[src/rtl/hsid_x_obi_inf_pkg.sv]
// OBI request/response payloads shared by hsid_x masters and slave models.
//   obi_req_t  : req, we, be[3:0], addr[31:0], wdata[31:0]
//   obi_resp_t : gnt, rvalid, rdata[31:0]
package hsid_x_obi_inf_pkg;

  typedef struct packed {
    logic        req;
    logic        we;
    logic [3:0]  be;
    logic [31:0] addr;
    logic [31:0] wdata;
  } obi_req_t;

  typedef struct packed {
    logic        gnt;
    logic        rvalid;
    logic [31:0] rdata;
  } obi_resp_t;

endpackage

[src/rtl/pixel_obi_mem_mo.sv]
// pixel_obi_mem_mo: OBI slave memory model for pixel data with up to
// MAX_OUTSTANDING in-order reads, programmable grant-to-rvalid latency,
// pseudo-random grant stalls and selectable data modes.
// Optional write-back store: define PIXEL_OBI_MEM_WRITE_EN.
// Ports:
//   clk, rst_n  : clock, async active-low reset
//   obi_req     : OBI request (req, we, be, addr, wdata)
//   obi_rsp     : OBI response (gnt combinational; rvalid, rdata registered)
//   mode_i      : 0 ADDR_MASK, 1 LFSR, 2 ZERO, 3 ADDR
//   latency_i   : grant-to-rvalid cycles (0 treated as 1)
//   stall_en_i  : runtime enable of random grant stall
module pixel_obi_mem_mo
  import hsid_x_obi_inf_pkg::*;
#(
  parameter int unsigned DATA_WIDTH      = 16,
  parameter int unsigned MAX_OUTSTANDING = 4,
  parameter int unsigned RANDOM_GNT      = 1,
  parameter logic [15:0] GNT_SEED        = 16'hACE1,
  parameter logic [31:0] VAL_SEED        = 32'h1234_5678,
  parameter logic [31:0] VALUE_MASK      = 32'h0000_3FFF,
  parameter int unsigned STORE_AW        = 6
) (
  input  logic       clk,
  input  logic       rst_n,
  input  obi_req_t   obi_req,
  output obi_resp_t  obi_rsp,
  input  logic [1:0] mode_i,
  input  logic [3:0] latency_i,
  input  logic       stall_en_i
);

  localparam int unsigned PTR_W = $clog2(MAX_OUTSTANDING);
  localparam int unsigned CNT_W = PTR_W + 1;
  localparam logic [1:0] MODE_ADDR_MASK = 2'd0;
  localparam logic [1:0] MODE_LFSR      = 2'd1;
  localparam logic [1:0] MODE_ZERO      = 2'd2;

  logic [15:0]          stall_lfsr;
  logic [31:0]          data_lfsr;
  logic [7:0]           cnt;
  logic [31:0]          fifo_data [MAX_OUTSTANDING];
  logic [7:0]           fifo_due  [MAX_OUTSTANDING];
  logic [PTR_W-1:0]     wr_ptr, rd_ptr;
  logic [CNT_W-1:0]     fifo_cnt;
  logic                 rvalid_q;
  logic [31:0]          rdata_q;

  logic                  gnt_c, full_c, push_c, pop_c, bypass_c, head_ready_c;
  logic [CNT_W-1:0]      occ_c;
  logic [3:0]            lat_eff_c;
  logic [7:0]            cnt_nxt_c, acc_due_c, head_age_c;
  logic [31:0]           acc_data_c;
  logic [DATA_WIDTH-1:0] mask_val_c;

`ifdef PIXEL_OBI_MEM_WRITE_EN
  localparam int unsigned STORE_DEPTH = 1 << STORE_AW;
  logic [31:0]            store_mem [STORE_DEPTH];
  logic [STORE_DEPTH-1:0] store_vld;
  logic [STORE_AW-1:0]    st_idx_c;
  logic [31:0]            st_new_c;

  // Byte-merge a write into the addressed word; never-written bytes read as 0.
  always_comb begin
    st_idx_c = obi_req.addr[STORE_AW+1:2];
    st_new_c = store_vld[st_idx_c] ? store_mem[st_idx_c] : '0;
    for (int b = 0; b < 4; b++) begin
      if (obi_req.be[b]) st_new_c[8*b +: 8] = obi_req.wdata[8*b +: 8];
    end
  end

  always_ff @(posedge clk or negedge rst_n) begin
    if (!rst_n) begin
      store_vld <= '0;
    end else if (gnt_c && obi_req.we) begin
      store_vld[st_idx_c] <= 1'b1;
    end
  end

  always_ff @(posedge clk) begin
    if (gnt_c && obi_req.we) store_mem[st_idx_c] <= st_new_c;
  end
`else
  logic unused_wr;
  assign unused_wr = ^{obi_req.be, obi_req.wdata};
`endif

  // Grant, accept data/due computation and response scheduling.
  always_comb begin
    // The beat currently on rvalid still owns its slot until the cycle ends.
    occ_c     = fifo_cnt + CNT_W'(rvalid_q);
    full_c    = (occ_c >= CNT_W'(MAX_OUTSTANDING));
    gnt_c     = obi_req.req && !full_c &&
                !((RANDOM_GNT != 0) && stall_en_i && stall_lfsr[0]);
    lat_eff_c = (latency_i == 4'd0) ? 4'd1 : latency_i;
    acc_due_c = cnt + 8'(lat_eff_c);
    cnt_nxt_c = cnt + 8'd1;

    mask_val_c = obi_req.addr[DATA_WIDTH-1:0] & VALUE_MASK[DATA_WIDTH-1:0];
    acc_data_c = '0;
    if (!obi_req.we) begin
      case (mode_i)
        MODE_ADDR_MASK: acc_data_c = 32'({mask_val_c, mask_val_c});
        MODE_LFSR:      acc_data_c = data_lfsr;
        MODE_ZERO:      acc_data_c = '0;
        default:        acc_data_c = obi_req.addr;
      endcase
`ifdef PIXEL_OBI_MEM_WRITE_EN
      if (store_vld[st_idx_c]) acc_data_c = store_mem[st_idx_c];
`endif
    end

    // Head is due when next-cycle count has reached its due stamp (mod-256 window).
    head_age_c   = cnt_nxt_c - fifo_due[rd_ptr];
    head_ready_c = (fifo_cnt != '0) && !head_age_c[7];
    // Latency-1 accept into an empty FIFO goes straight to the response register.
    bypass_c     = (fifo_cnt == '0) && gnt_c && (lat_eff_c == 4'd1);
    pop_c        = head_ready_c;
    push_c       = gnt_c && !bypass_c;
  end

  // LFSRs, cycle counter, FIFO control and response registers.
  always_ff @(posedge clk or negedge rst_n) begin
    if (!rst_n) begin
      stall_lfsr <= GNT_SEED;
      data_lfsr  <= VAL_SEED;
      cnt        <= '0;
      wr_ptr     <= '0;
      rd_ptr     <= '0;
      fifo_cnt   <= '0;
      rvalid_q   <= 1'b0;
      rdata_q    <= '0;
    end else begin
      stall_lfsr <= {stall_lfsr[0] ^ stall_lfsr[2] ^ stall_lfsr[3] ^ stall_lfsr[5],
                     stall_lfsr[15:1]};
      if (gnt_c && !obi_req.we && (mode_i == MODE_LFSR)) begin
        data_lfsr <= {data_lfsr[0] ^ data_lfsr[10] ^ data_lfsr[30] ^ data_lfsr[31],
                      data_lfsr[31:1]};
      end
      cnt <= cnt_nxt_c;
      if (push_c) wr_ptr <= wr_ptr + PTR_W'(1);
      if (pop_c)  rd_ptr <= rd_ptr + PTR_W'(1);
      if (push_c && !pop_c)      fifo_cnt <= fifo_cnt + CNT_W'(1);
      else if (pop_c && !push_c) fifo_cnt <= fifo_cnt - CNT_W'(1);
      rvalid_q <= pop_c || bypass_c;
      if (pop_c)         rdata_q <= fifo_data[rd_ptr];
      else if (bypass_c) rdata_q <= acc_data_c;
    end
  end

  // Response payload storage (no reset needed; guarded by fifo_cnt).
  always_ff @(posedge clk) begin
    if (push_c) begin
      fifo_data[wr_ptr] <= acc_data_c;
      fifo_due[wr_ptr]  <= acc_due_c;
    end
  end

  always_comb begin
    obi_rsp        = '0;
    obi_rsp.gnt    = gnt_c;
    obi_rsp.rvalid = rvalid_q;
    obi_rsp.rdata  = rdata_q;
  end

endmodule

[config.mk]
export PLATFORM = sky130hd
export DESIGN_NAME = pixel_obi_mem_mo
export DESIGN_NICKNAME = d
export VERILOG_FILES = /design/src/rtl/hsid_x_obi_inf_pkg.sv /design/src/rtl/pixel_obi_mem_mo.sv
export SDC_FILE = /design/constraint.sdc
export NUM_CORES = 1
export LEC_CHECK = 0
export ABC_AREA = 0
export CAP_MARGIN = 10
export CORE_ASPECT_RATIO = 1.1
export CORE_MARGIN = 8
export CORE_UTILIZATION = 55
export CTS_CLUSTER_SIZE = 40
export DETAILED_ROUTE_END_ITERATION = 8
export PLACE_DENSITY = 0.9
export SLEW_MARGIN = 20
export SYNTH_ARGS = -nofsm -noshare
export SYNTH_HDL_FRONTEND = slang
export SYNTH_SLANG_ARGS = --single-unit
[constraint.sdc]
create_clock -name clk -period 6.3 [get_ports clk]
set_input_delay 0.63 -clock clk [delete_from_list [all_inputs] [get_ports clk]]
set_output_delay 0.63 -clock clk [all_outputs]
set_load 0.01 [all_outputs]
Yosys cells after proc, flatten, opt, wreduce, memory -nomap -nowiden

Memories as Yosys holds them, arrays and structs flattened.
Cells that the tools add are included.

Bits in registers: 96
RAM bits: 160
Bits of input ports: 79
Output and inout port bits: 34
Word-level logic and storage cells: 62
Memories kept: 2

Memory list:

| name      | words | width | rd ports | clocked after Yosys merged registers in | write ports | line                   | text |
|---|---|---|---|---|---|---|---|
| fifo_data | 4     | 32    | 1        | 0                                       | 1           | pixel_obi_mem_mo.sv:41 | `logic [31:0] fifo_data [MAX_OUTSTANDING];` |
| fifo_due  | 4     | 8     | 1        | 0                                       | 1           | pixel_obi_mem_mo.sv:42 | `logic [7:0] fifo_due [MAX_OUTSTANDING];` |

Add/sub/neg operators: 8
Order comparisons: 1
Eq/ne operators: 3
Muxes and demuxes: 9
Bitwise gates (word level): 6
Reduce and logical (&&, ||, !) cells: 25

Operators with widths:

| kind                  | count |
|---|---|
| $mux W32              | 3 |
| $pmux W32 S3          | 1 |
| $logic_and A1 B1 Y1   | 11 |
| $add A8 B1 Y8 const B | 1 |
| $add A8 B4 Y8         | 1 |
| $sub A8 B8 Y8         | 1 |
| $logic_not A1 Y1      | 7 |
| $mux W3               | 2 |
| $xor A1 B1 Y1         | 6 |
| $add A2 B1 Y2 const B | 2 |
| $eq A4 B1 Y1 const B  | 1 |
| $logic_not A4 Y1      | 1 |
| $mux W4               | 1 |
| $reduce_bool A2 Y1    | 2 |
| $add A3 B1 Y3         | 1 |
| $add A3 B1 Y3 const B | 1 |
| $ge A3 B3 Y1 const B  | 1 |
| $logic_not A3 Y1      | 1 |
| $reduce_bool A3 Y1    | 1 |
| $sub A3 B1 Y3 const B | 1 |
| $eq A2 B1 Y1 const B  | 1 |
| $eq A2 B2 Y1 const B  | 1 |
| $logic_not A2 Y1      | 1 |
| $mux W1               | 2 |
| $logic_or A1 B1 Y1    | 1 |

Depth between registers and ports, before layout

Word-level depth: 13
Gate-level depth with buffers: 19
Depth with buffers taken out: 17

Worst setup path after synthesis

Ideal clock, no wire load.

Kind: register -> register
From: register rd_ptr[0]
To: register fifo_cnt[1]
Setup time: 125 ps
Arrival: 3807 ps
Required time: 6175 ps
Path slack: 2368 ps
Cell stages (with the launch flop): 18
Buffers on the path: 4
Clock period less this slack: 3932 ps
Cell sequence: dfrtp_1 -> buf_2 -> buf_1 -> mux4_2 -> inv_1 -> ha_1 -> nand4_1 -> a311oi_1 -> a211oi_1 -> xor2_1 -> and2_1 -> buf_6 -> buf_8 -> inv_1 -> ha_1 -> inv_1 -> fa_1 -> mux2_2

Longest elaborated chain between the ends: 7
Elaborated cells between the ends (all ways): 9
Those cells by class: add/sub: 1; mux: 1; reduce/logical: 6; memory: 1

Ends and longest elaborated chain:

| element                                              | line                    | text |
|---|---|---|
| start: declaration                                   | pixel_obi_mem_mo.sv:43  | `logic [PTR_W-1:0] wr_ptr, rd_ptr;` |
| start signal: assignment                             | pixel_obi_mem_mo.sv:141 | `if (pop_c) rd_ptr <= rd_ptr + PTR_W'(1);` |
| $mem_v2 Z4 W8 (*)                                    | n/a                     |  |
| $sub A8 B8 Y8 (*)                                    | pixel_obi_mem_mo.sv:113 | `head_age_c = cnt_nxt_c - fifo_due[rd_ptr];` |
| $logic_not A1 Y1 (*)                                 | pixel_obi_mem_mo.sv:114 | `head_ready_c = (fifo_cnt != '0) && !head_age_c[7];` |
| $logic_and A1 B1 Y1 (*)                              | pixel_obi_mem_mo.sv:114 |  |
| $logic_not A1 Y1                                     | pixel_obi_mem_mo.sv:142 | `if (push_c && !pop_c) fifo_cnt <= fifo_cnt + CNT_W'(1);` |
| $logic_and A1 B1 Y1                                  | pixel_obi_mem_mo.sv:142 |  |
| $mux W3 / $reduce_bool A2 Y1 (equally long branches) | n/a                     |  |
| end signal: assignment                               | pixel_obi_mem_mo.sv:142 |  |
| end signal: assignment                               | pixel_obi_mem_mo.sv:143 | `else if (pop_c && !push_c) fifo_cnt <= fifo_cnt - CNT_W'(1);` |
| end: declaration                                     | pixel_obi_mem_mo.sv:44  | `logic [CNT_W-1:0] fifo_cnt;` |

Mark *: on every way between the ends. The rest lies on a longest branch, timed or not.
A chain may end at the register's enable or synchronous reset.

Final worst setup path

Same ends and word-level chain as after synthesis.

==> impl_results.md <==
- Endpoints failing setup: 0
- Result of the run: finished clean
- Gp weighted congestion: 0.866
- Worst path most repeated cell: inv_1
- Cell type with the largest total area after synthesis: edfxtp_1
- Mean post-synth cell area: 17.1 um2
- Number of warnings issued by yosys: 0
- Number of register bits inferred by synthesis: 256
- Worst path buffer plus inverter count: 4
- Number of iterations in the first detailed-routing pass: 5
- Data arrival at the endpoint of the critical path: 4.79 ns
- Gate family responsible for the most delay along the worst path: adder cells
- Via count: 6013
- Number of max-slew violations in the final report: 0
- Post-synthesis cell area: 11000 um2
- Async S/R FF share, synth: 37.5%
- Ant. Diodes: 0
- Growth of design area from synthesis to finish: 16.7%
- Synthesized Nets: 742
- Wire length per cell after detailed routing: 24.1 um
- Antenna violations before repair: 0
- Primary FF master, synth: edfxtp_1
- Met2 wire len: 12.5 mm
- Most frequent standard cell in the layout excluding fill and tap cells: edfxtp_1
- Congestion Overflow GR: 0
- Setup repair after global routing missed its margin: false
- Level count of the clock H-tree: 1
- Share of the synthesized area in the top cell type: 43.6%
- Commonest non-fill, non-tap cells in the layout: 160 x edfxtp_1, 98 x mux2_2, 75 x clkdlybuf4s50_1, 74 x dfrtp_1, 49 x nand2_1
- Worst min path class: in2async
- Fraction of layout cells with a size suffix above 1: 32.7%
- Filler-free cell count of the finished design: 998
- Largest driver fanout on the critical path: 35
- Number of placed instances with taps included: 950
- # nets final: 823
- Final hold violations: 0
- Wire length after detailed routing: 24.1 mm
- CTS tree: built
- Top Ports: 113
- Chain of cells forming the critical path: mux4_2, inv_1, ha_1, nand4_1, a311oi_1, a211oi_1, xor2_1, and2_2, buf_4, inv_1, ha_1, inv_1, fa_1, mux2_2
- Setup tns final: 0 ns
- Leakage: 4.95 nW
- Number of clock sinks seen by CTS: 256
- Multi-input gate area in the final layout: 3520 um2
- Global-route usage over all layers: 20.0%
- Maximum clock path buffer count: 3
- Number of placement rows: 54
- TritonCTS Buffers: 26
- Clock network latency to the later pin of the worst-skew pair: 0.52 ns
- Crit path max-delay cell type: dfrtp_2
- Number of buffer cells added on primary ports: 76
- Slew HR: 31.1%
- Highest routed metal layer: met4
- Shortest clock period the worst path allows after layout: 4.39 ns
- Worst Clk Skew: 0.0177 ns
- CTS root buf: clkbuf_16
- Post-synth EDFFs: 160
- Max Clk Rate: 228 MHz
- Most area-consuming cells after synthesis: edfxtp_1 44%, dfrtp_1 17%, mux2_2 10%
- CTS hold repair buffers: 0
- Pin count of the biggest net entering global routing: 51
- Setup Crit Path Kind: reg2reg
- Area used by sequential logic in the layout: 7230 um2
- Vias in the first global route: 6698
- Met1 routed wirelength after detailed routing: 9.36 mm
- Fin crit share: 69.7%
- Drt drc: 0
- Floorplan Core Area: 19700 um2
- Peak per-stage delay on the critical path: 0.75 ns
- Clock transition at the registers of the reported paths: 0.06 ns
- Category of the worst setup path capture point: flop
- Count of antenna-violating nets left after detailed routing: 0
- Detailed route wirelength on metal3: 1.48 mm
- DP HPWL: 14.7 mm
- Launching element type of the critical path: flop
- Tightest hold margin: 0.128 ns
- Netlist cell types: 39
- Initial core utilization: 55.8%
- Largest voltage drop on the vdd net: 0.000394 V
- Wire length of the first global-routing pass: 38.0 mm
- Portion of the post-synthesis area used by sequential elements: 65.7%
- Die area: 24800 um2
- Synth Instances: 645
- Worst Setup Slack, final: 1.91 ns
- Data required time of the critical path: 6.70 ns
- Power per cell area: 470 nW/um2
- Horizontal die dimension: 151 um
- CTS resizes: 0
- Buffer count from post-CTS setup fixing: 0
- Die Span Y: 164 um
- Iteration-0 DRC Markers: 483
- Worst Max-Slew Pin Slew: 1.03 ns
- Worst setup timing slack at the placement stage: 1.99 ns
- Max-cap check violation count: 0
- Via-to-Cell Ratio: 6.03
- Number of inserted filler cells in the final layout: 1241
==> kinds of logic (layout without fill, tap and decap cells) <==
logic type / count (synthesis) / count (layout) / share of synthesized area (%)
flops: 256 / 256 / 65.7
mux: 169 / 169 / 22.1
simple gates: 83 / 83 / 3.39
buf+inv: 52 / 153 / 2.32
compound gates: 40 / 40 / 1.99
xor+xnor: 27 / 27 / 2.27
fa+ha+maj: 18 / 18 / 2.18
==> report_power, final <==
group	switching (W)	internal, W	leakage (nW)
clock	0.000631	0.000912	0.412
combinational	0.000975	0.00120	1.90
sequential	0.000182	0.00215	2.64
total	0.00179	0.00425	4.95
==> stage by stage <==
stage / power (W) / util [%] / area, um2
2_1_floorplan: 0.00395 / - / 11000
3_5_place_dp: 0.00448 / 60.8 / 12000
6_report: 0.00604 / 65.1 / 12900
4_1_cts: 0.00608 / 65.1 / 12900
5_1_grt: 0.00629 / 65.1 / 12900
3_3_place_gp: 0.00437 / 60.8 / 12000
==> worst reg2reg max path, cell delays in order, from the launching register on <==
cell and delay [ns]:
dfrtp_2 0.75, mux4_2 0.58, inv_1 0.08, ha_1 0.25, nand4_1 0.13, a311oi_1 0.06, a211oi_1 0.34, xor2_1 0.24
and2_2 0.18, buf_4 0.56, inv_1 0.11, ha_1 0.24, inv_1 0.08, fa_1 0.41, mux2_2 0.27
==> synthesized netlist by cell type (9+ instances only) <==
cell type and count:
dfrtp_1 75, mux4_2 39, mux2_4 27, a21oi_1 31, xor2_1 13, inv_1 16
ha_1 16, xnor2_1 13, nor2_1 9, mux2_2 98, nand2_1 49, edfxtp_1 160
clkbuf_1 23, dfstp_2 21
==> flip-flops by register name (all words and copies together) (netlist names) <==
name        cells
rdata_q        32
fifo_due       32
rvalid_q        1
rd_ptr          2
data_lfsr      32
fifo_data     128
cnt             8
stall_lfsr     16
wr_ptr          2
fifo_cnt        3
==> path summary, 6_finish.rpt <==
| kind | start | endpoint | slack (ns) | cells past startpoint |
|---|---|---|---|---|
| worst max-delay path | rd_ptr[0] | fifo_cnt[1] | 1.91 | 14 |
| worst min-delay path | rst_n | rdata_q[8] | 0.13 | 1 |
| max in group asynchronous | rst_n | rd_ptr[0] | 5.02 | 2 |
| worst max register to register | rd_ptr[0] | fifo_cnt[1] | 1.91 | 14 |
| worst min register to register | stall_lfsr[14] | stall_lfsr[13] | 0.36 | 0 |
| min in group clk | stall_lfsr[14] | stall_lfsr[13] | 0.36 | 0 |
==> area by class of cell <==
type | instances | share of cell area [%]
clock inverter | 15 | 1.29
tap | 252 | 2.45
multi-input combinational | 337 | 27.4
timing repair buffer | 89 | 6.66
clock buffer | 33 | 5.43
inverter | 16 | 0.467
sequential | 256 | 56.3
==> routing by layer <==
layer	global-route usage [%]	vias up
met5	0	-
li1	-	2571
met2	34.5	272
met3	3.43	50
met1	24.8	3120
met4	7.83	0
No activity file was read; power rests on OpenSTA's default activity.
==> patch: new RTL, same settings <==
`DATA_WIDTH`: 16 -> 24.
--- a/src/rtl/pixel_obi_mem_mo.sv
+++ b/src/rtl/pixel_obi_mem_mo.sv
@@ -12,7 +12,7 @@
 module pixel_obi_mem_mo
   import hsid_x_obi_inf_pkg::*;
 #(
-  parameter int unsigned DATA_WIDTH      = 16,
+  parameter int unsigned DATA_WIDTH      = 24,
   parameter int unsigned MAX_OUTSTANDING = 4,
   parameter int unsigned RANDOM_GNT      = 1,
   parameter logic [15:0] GNT_SEED        = 16'hACE1,
Behaviour: not the same (Yosys sat finds a counterexample within 4 cycles, from zero or initial values and one cycle with rst_n low).
==> patch against the unedited design <==
Clock power fell by 7%. Design area down 3.3%. Critical path type unchanged. Sequential cell count unchanged. Routed wire length is 0.47% higher. Worst setup slack better by 0.17 ns. Clock skew decreased by 0.0078 ns. Area after synthesis decreased by 3.0%. Total power down 3.6%.
==> patch: results <==
{
  "synthTopCellsByCount": "edfxtp_1 (160), dfrtp_1 (75), mux2_2 (53)",
  "cp.arrival_ns": 4.62,
  "wl_met1_um": 9120,
  "synth_edf_count": 160,
  "drt_wl_total_um": 24200,
  "clock_area_frac": 0.0627,
  "reg2reg_slack_ns": 2.08,
  "grt.total_usage": 0.202,
  "multi_input_comb_cells": 325,
  "grt_pass1_wl_um": 37600,
  "numCtsBuffers": 25,
  "clkbuf_count": 28,
  "synth-compound-area-share": 0.0492,
  "grtUsageMet1": 0.262,
  "critical_path.slowest_cell": "xor2_2",
  "r2r_end": "rdata_q[31]",
  "grtUsageMet3": 0.0317,
  "place.gp.congestion": 0.805,
  "buf_share": 0.0688,
  "synthXorXnorAreaFrac": 0.0243,
  "largest_reg_flops": 128,
  "grt_max_degree": 68,
  "synthDistinctLibCells": 38,
  "ir_drop_mv": 0.251,
  "critPathMaxFanout": 24,
  "netlist_top_cells_area": "edfxtp_1 (45%), dfrtp_1 (18%), mux4_2 (8.2%)",
  "synthMuxAreaShare": 0.152,
  "dp_hpwl_um": 14700,
  "r2r_cells": 11,
  "wl_met3_um": 1990,
  "power_leakage_nw": 4.85,
  "drtIter0Drc": 645,
  "final.fill_count": 1219,
  "synthAdderAreaFrac": 0.0225,
  "grt_pass1_vias": 6503,
  "seq_area_frac_synth": 0.678,
  "gr-usage-met2": 0.343,
  "critPathCapture": "rdata_q[31]",
  "skew_ns": 0.00987,
  "nets": 811,
  "wl_met2_um": 12500,
  "status": "complete, no violations",
  "vias": 6234,
  "drive_gt1_frac": 0.235
}
[patch: metrics by stage]
step	setup slack, ns	instance area, sq um	util	total power [mW]	cells
final	2.08	12400	0.651	5.82	979
after global routing	1.84	12400	0.651	6.07	979
after CTS	2.07	12400	0.651	5.84	979
after detailed placement	2.11	11700	0.610	4.39	934
after global placement	2.17	11700	0.610	4.27	934
after floorplan	2.50	10700	-	3.71	638
[patch: where the power goes]
part | switching [mW] | internal [mW] | leakage (nW)
sequential | 0.191 | 2.14 | 2.66
clock | 0.613 | 0.812 | 0.386
combinational | 1.07 | 0.996 | 1.80
total | 1.87 | 3.95 | 4.85
[patch: cell families after synthesis]
| family | Yosys count |
|---|---|
| muxes | 106 |
| AOI/OAI and AO/OA | 66 |
| DFF | 256 |
| xor gates and xnor gates | 27 |
| and+or+nand+nor | 108 |
| adders and majority gates | 18 |
| buffers and inverters | 57 |
